<file path="config.mk">
export PLATFORM = sky130hd
export DESIGN_NAME = poly_addsub_lanes
export DESIGN_NICKNAME = d
export VERILOG_FILES = /design/src/rtl/poly_addsub_lanes.sv
export SDC_FILE = /design/constraint.sdc
export NUM_CORES = 1
export LEC_CHECK = 0
export CORE_AREA = 2 2 148 150
export CTS_CLUSTER_SIZE = 24
export DETAILED_ROUTE_END_ITERATION = 8
export DIE_AREA = 0 0 150 152
export PLACE_DENSITY = 0.78
export SLEW_MARGIN = 10
export SYNTH_ARGS = -nofsm -noshare
export SYNTH_HDL_FRONTEND = slang
export SYNTH_SLANG_ARGS = --single-unit
</file>
<file path="constraint.sdc">
create_clock -name clk -period 4.1 [get_ports clk]
set_clock_uncertainty 0.05 [all_clocks]
set_input_delay 0.82 -clock clk [delete_from_list [all_inputs] [get_ports clk]]
set_output_delay 0.82 -clock clk [all_outputs]
set_load 0.1 [all_outputs]
</file>
<file path="src/rtl/poly_addsub_lanes.sv">
// Multi-lane modular add/subtract for polynomial coefficients, 2-stage valid/ready pipeline.
// Each beat carries its own op and modulus select; the final beat of every polynomial is tagged out_last.
module poly_addsub_lanes #(
   parameter int          LANES = 2,
   parameter int          W     = 25,
   parameter int unsigned Q0    = 33292289,
   parameter int unsigned Q1    = 16515073,
   parameter int          BEATS = 128
) (
   input  logic               clk,
   input  logic               rst,
   input  logic               in_valid,
   output logic               in_ready,
   input  logic               op,
   input  logic               q_mod,
   input  logic [LANES*W-1:0] din1,
   input  logic [LANES*W-1:0] din2,
   output logic               out_valid,
   input  logic               out_ready,
   output logic [LANES*W-1:0] dout,
   output logic               out_last
);

   localparam logic [W-1:0] LP_Q0   = W'(Q0);
   localparam logic [W-1:0] LP_Q1   = W'(Q1);
   localparam logic [15:0]  LP_LAST = 16'(BEATS - 1);

   logic                      w_en;
   logic                      w_inXfer;
   logic                      w_isLast;
   logic [LANES-1:0][W:0]     w_s1Next;
   logic [LANES*W-1:0]        w_s2Next;

   logic                      r_s1Valid;
   logic                      r_s1Op;
   logic                      r_s1Last;
   logic [W-1:0]              r_s1Q;
   logic [LANES-1:0][W:0]     r_s1Sum;
   logic [15:0]               r_beatCnt;
   logic                      r_outValid;
   logic                      r_outLast;
   logic [LANES*W-1:0]        r_dout;

   // The whole pipeline advances together whenever the output slot is empty or being drained.
   assign w_en     = !r_outValid || out_ready;
   assign w_inXfer = in_valid && w_en;
   assign w_isLast = (r_beatCnt == LP_LAST);
   assign in_ready = w_en;

   // Conditional correction: add wraps down when s >= q, subtract wraps up when s went negative.
   function automatic logic [W-1:0] reduceLane(input logic [W:0] s, input logic isSub,
                                               input logic [W-1:0] q);
      logic [W:0] res;
      res = s;
      if (!isSub) begin
         if (s >= {1'b0, q})
            res = s - {1'b0, q};
      end else if (s[W]) begin
         res = s + {1'b0, q};
      end
      return res[W-1:0];
   endfunction

   always_comb begin
      w_s1Next = '0;
      w_s2Next = '0;
      for (int i = 0; i < LANES; i++) begin
         if (op)
            w_s1Next[i] = {1'b0, din1[i*W +: W]} - {1'b0, din2[i*W +: W]};
         else
            w_s1Next[i] = {1'b0, din1[i*W +: W]} + {1'b0, din2[i*W +: W]};
         if (r_s1Valid)
            w_s2Next[i*W +: W] = reduceLane(r_s1Sum[i], r_s1Op, r_s1Q);
      end
   end

   // Both stages; a missing input beat enters as an all-zero bubble so dout reads 0 behind it.
   always_ff @(posedge clk or posedge rst) begin
      if (rst) begin
         r_s1Valid  <= 1'b0;
         r_s1Op     <= 1'b0;
         r_s1Last   <= 1'b0;
         r_s1Q      <= '0;
         r_s1Sum    <= '0;
         r_outValid <= 1'b0;
         r_outLast  <= 1'b0;
         r_dout     <= '0;
      end else if (w_en) begin
         r_s1Valid  <= w_inXfer;
         r_s1Op     <= w_inXfer && op;
         r_s1Last   <= w_inXfer && w_isLast;
         r_s1Q      <= w_inXfer ? (q_mod ? LP_Q1 : LP_Q0) : '0;
         r_s1Sum    <= w_inXfer ? w_s1Next : '0;
         r_outValid <= r_s1Valid;
         r_outLast  <= r_s1Valid && r_s1Last;
         r_dout     <= w_s2Next;
      end
   end

   always_ff @(posedge clk or posedge rst) begin
      if (rst)
         r_beatCnt <= '0;
      else if (w_inXfer)
         r_beatCnt <= w_isLast ? 16'd0 : r_beatCnt + 16'd1;
   end

   assign out_valid = r_outValid;
   assign out_last  = r_outLast;
   assign dout      = r_dout;

endmodule

</file>
======== Word-level counts from Yosys, hierarchy flattened ========
Index checks and enable logic that the tools add are counted.
storage, ports and cells
  input bits .............................. 106
  bits in registers ....................... 148
  logic and storage cells ................. 42
  output and inout bits ................... 53
cells by class
  reductions and logical operators ........ 6
  $add $sub $neg .......................... 9
  equality and inequality tests ........... 1
  muxes and demuxes ....................... 14
  $lt $le $gt $ge ......................... 2
operators with widths
  kind                                                                     count
  25-bit two-way mux                                                       10
  25-bit by 25-bit adder with 26-bit output                                2
  26-bit by 25-bit greater-or-equal comparator with 1-bit output           2
  26-bit two-way mux                                                       2
  52-bit two-way mux                                                       1
  25-bit by 25-bit subtractor with 26-bit output                           2
  25-bit adder                                                             2
  25-bit subtractor                                                        2
  16-bit by 1-bit adder with 16-bit output (second input constant)         1
  16-bit by 7-bit equality test with 1-bit output (second input constant)  1
  16-bit two-way mux                                                       1
  1-bit logical AND                                                        4
  1-bit zero test                                                          1
  1-bit logical OR                                                         1

======== Logic depth before layout (Yosys ltp) ========
  depth after elaboration ................. 4
  gate-level depth with buffers ........... 20

======== Worst setup path before layout ========
No wires, ideal clock.
  kind .................................... input -> register
  from .................................... input port din2[0]
  to ...................................... register r_s1Sum[24] (netlist name)
  required time ........................... 3917 ps
  stages on the path ...................... 18
  setup slack ............................. 6 ps
  arrival time ............................ 3911 ps
  cells stage by stage .................... inv_1 -> ha_1 -> nand2b_1 -> or4_1 -> nor2_1 -> nand3b_1 -> or2_2 -> nor2_1 -> nor2_1 -> xnor2_1 -> ha_1 -> a211o_1 -> o211ai_1 -> a31oi_1 -> a41o_1 -> o31ai_1 -> xor2_1 -> o21ai_0
between the ends
  longest elaborated chain between the ends .. 3
ends and longest elaborated chain
  what                                                                                                                line    text
  start, declared                                                                                                     17      input logic [LANES*W-1:0] din2,
  25-bit by 25-bit adder with 26-bit output / 25-bit by 25-bit subtractor with 26-bit output (equally long branches)  71, 69
  26-bit two-way mux (*)                                                                                              68      if (op)
  52-bit two-way mux (*)                                                                                              93      r_s1Sum <= w_inXfer ? w_s1Next : '0;
  end signal, assigned                                                                                                93
  end, declared                                                                                                       38      logic [LANES-1:0][W:0] r_s1Sum;
Mark *: on every way between the ends. The rest lies on a longest branch, timed or not.
A chain may end at the register's enable or synchronous reset.

======== Final worst setup path ========
Same ends and word-level chain as after synthesis.

==> results_dict.tcl <==
set metrics [dict create \
    cts.path.max_buffers 2 \
    met3_usage_pct 3.57 \
    worstPathArrival_ns 4.22 \
    rr_endpoint "dout[17]" \
    yosysTopAreaCellShare_pct 29.3 \
    yosys.cell_types.count 80 \
    mostFrequentLayoutCells "buf_4, nand2_1, clkdlybuf4s50_1" \
    vias 10722 \
    status "finished clean" \
    hp-class "reg2reg" \
    grt_max_degree 59 \
    syn_area_per_cell_sq_um 8.09 \
    synthCells 1307 \
    post_synth_instance_area_sq_um 10600 \
    die_area_sq_um 22800 \
    antenna_found_initial 0 \
    n_antenna_cell 0 \
    place_hpwl_microns 23000 \
    h-tree-depth 4 \
    irDropWorstVdd_v 0.000351 \
    min_to "dout[21]" \
    dr.pass1.iters 5 \
    dpl.cell_count 1857 \
    fin_crit_ns 3.97 \
    top_usage_layer "met2" \
    grt_use_total_pct 25.8 \
    p_per_area_nw_per_um2 477 \
    wl_microns 29800 \
    fp.dieH_microns 152 \
    grt_use_met1_pct 38.1 \
    core_area_sq_um 21400 \
    numCtsBuffers 17 \
    cp_max_fo 4 \
    path_clk_slew_ns 0.06 \
    fmax_mhz 252 \
    insertion_delay_ns 0.42 \
    ff2ff_path_depth 13 \
    fin_cells 1897 \
    cp-end-kind "flop" \
    hold_buffers 0 \
    slew-limit-headroom_pct 32.9 \
    cp.required_ns 4.35 \
    ys_ff_latch 124 \
    num_rows 54 \
    routabilityCongestion 0.930 \
    cts.sinks 124 \
    synth_top_area_cell "dfrtp_1" \
    vias_per_cell 5.65 \
    finalSetupViolations 0 \
    cts_tree "done" \
    r2r-start "r_s1Q[23]" \
    cts-root-buf "clkbuf_16" \
    grt_overflow 0 \
    grtUsageMet2_pct 39.7 \
    worst-setup-path-type "in2reg" \
    io_pins 159 \
    hold_viol 0 \
    drc 0 \
    fillerInstances 1747 \
    die-width_microns 150 \
    fin_crit_sh_pct 96.8 \
    cap_viol_max_count 0 \
    final_common_cell "buf_4" \
    hold_depth 2 \
    final_nets 1799 \
    yosysWarnings 0 \
    finalInstanceArea_sq_um 14400 \
    port_buffers 158 \
    synthesis.nets 1502 \
    min_from "dout[21]" \
    antenna_left 0 \
    finalMaxSlewViolations 0 \
    grt_pass1_wl_microns 48600 \
    seq_area_frac_synth_pct 29.3 \
    async_reset_ff_share_pct 100 \
    regToRegSetupSlack_ns 0.55 \
    area_growth_pct 36.2 \
    ys_top_cells_by_area "dfrtp_1, ha_1, xnor2_1" \
    worstMarginPinSlew_ns 1.00 \
    drt_first_iter_violations 683 \
    ys.flop_type "dfrtp_1" \
    wl_per_cell_microns 15.7 \
    drive_above_1_share_pct 16.5 \
    cp-start-kind "primary input" \
    p_leak_uw 0.00634 \
    placed_area_sq_um 13500 \
    start_util_pct 49.6 \
    first_global_vias 10150 \
    synth_edf_count 0 \
]
==> area by class of cell <==
cell class                 instances  area [sq um]  share of cell area [%]
multi-input combinational       1083          7270                    50.5
clock inverter                    12           161                    1.12
tap                              280           350                    2.43
timing repair buffer             325          2860                    19.9
clock buffer                      20           457                    3.17
inverter                          53           203                    1.41
sequential                       124          3100                    21.5
==> cell usage after synthesis, types with 7 or more instances <==
library cell and instances:
a21o_1 24, a21oi_1 106, a221oi_1 7, a31oi_1 20, and2_1 7, and3_1 9, buf_2 7, clkbuf_1 34
dfrtp_1 124, ha_1 87, inv_1 51, nand2_1 160, nand2b_1 11, nand3_1 33, nand4_1 16, nor2_1 101
nor2b_1 17, nor3_1 39, nor4_1 16, o21a_1 10, o21ai_0 109, o21ai_1 10, o21bai_1 12, o31ai_1 20
or3_1 14, xnor2_1 103, xor2_1 43
==> per-layer routing <==
metal	up-vias	routed length [microns]
met5	-	0
li1	5312	-
met3	53	1810
met4	0	690
met2	357	13300
met1	5000	13900
==> cells by family (layout without fill, tap and decap cells) <==
family	count (synthesis)	count (layout)	synth area share, %
muxes	8	8	0.781
AOI/OAI and AO/OA	384	384	22.6
adders and majority gates	89	89	10.7
buffers and inverters	100	410	3.86
and+or+nand+nor	456	456	20.7
DFF	124	124	29.3
xor gates and xnor gates	146	146	12.1
==> worst max-delay path by stage <==
stage | endpoint | from | depth (start not counted)
final | r_s1Sum[24] | din2[0] | 19
after global routing | r_s1Sum[24] | din2[0] | 19
after CTS | r_s1Sum[48] | din2[29] | 20
after detailed placement | r_s1Sum[24] | din2[1] | 20
after global placement | r_s1Sum[24] | din2[0] | 19
after floorplan | r_s1Sum[24] | din2[0] | 18
==> critical path: stages <==
cell and delay (ns):
clkdlybuf4s15_2 0.20, inv_2 0.06, ha_4 0.14, nand2b_4 0.06
or4_4 0.44, nor2_4 0.11, nand3b_1 0.10, or2_4 0.25
nor2_2 0.10, nor2_1 0.06, xnor2_1 0.12, ha_1 0.33
a211o_1 0.30, o211ai_1 0.28, a31oi_1 0.16, a41o_1 0.26
o31ai_2 0.20, xor2_1 0.16, o21ai_1 0.07
==> metrics by stage <==
stage                     setup WS, ns  utilization [%]  hold slack (ns)  power (uW)  setup TNS (ns)
final                            0.131             67.5            0.413        6870               0
after global placement          -0.589             63.3            0.398        5160           -7.22
after detailed placement        -0.734             63.3            0.406        5230           -9.48
after global routing           -0.0846             67.5            0.440        7240          -0.153
after floorplan                0.00614                -            0.397        4180               0
after CTS                     0.000897             66.7            0.419        6820               0
==> power by group <==
part	internal [uW]	switching, uW	leakage (uW)
Sequential	1470	314	0.00163
Combinational	1290	2210	0.00441
Clock	994	584	0.000293
==> flip-flops by register name (all words and copies together), names as in the netlist <==
| name | flops |
|---|---|
| r_s1Sum | 52 |
| dout | 50 |
| r_beatCnt | 16 |
| r_s1Q | 2 |
| out_last | 1 |
| out_valid | 1 |
| r_s1Last | 1 |
| r_s1Op | 1 |
==> timing repair <==
item	in CTS	in global routing
buffers inserted	4	4
cloned	0	0
pin swaps	18	29
gates resized for setup	27	39
endpoints found under the setup margin	12	17
Note: power is estimated with default switching activity, not from simulation.
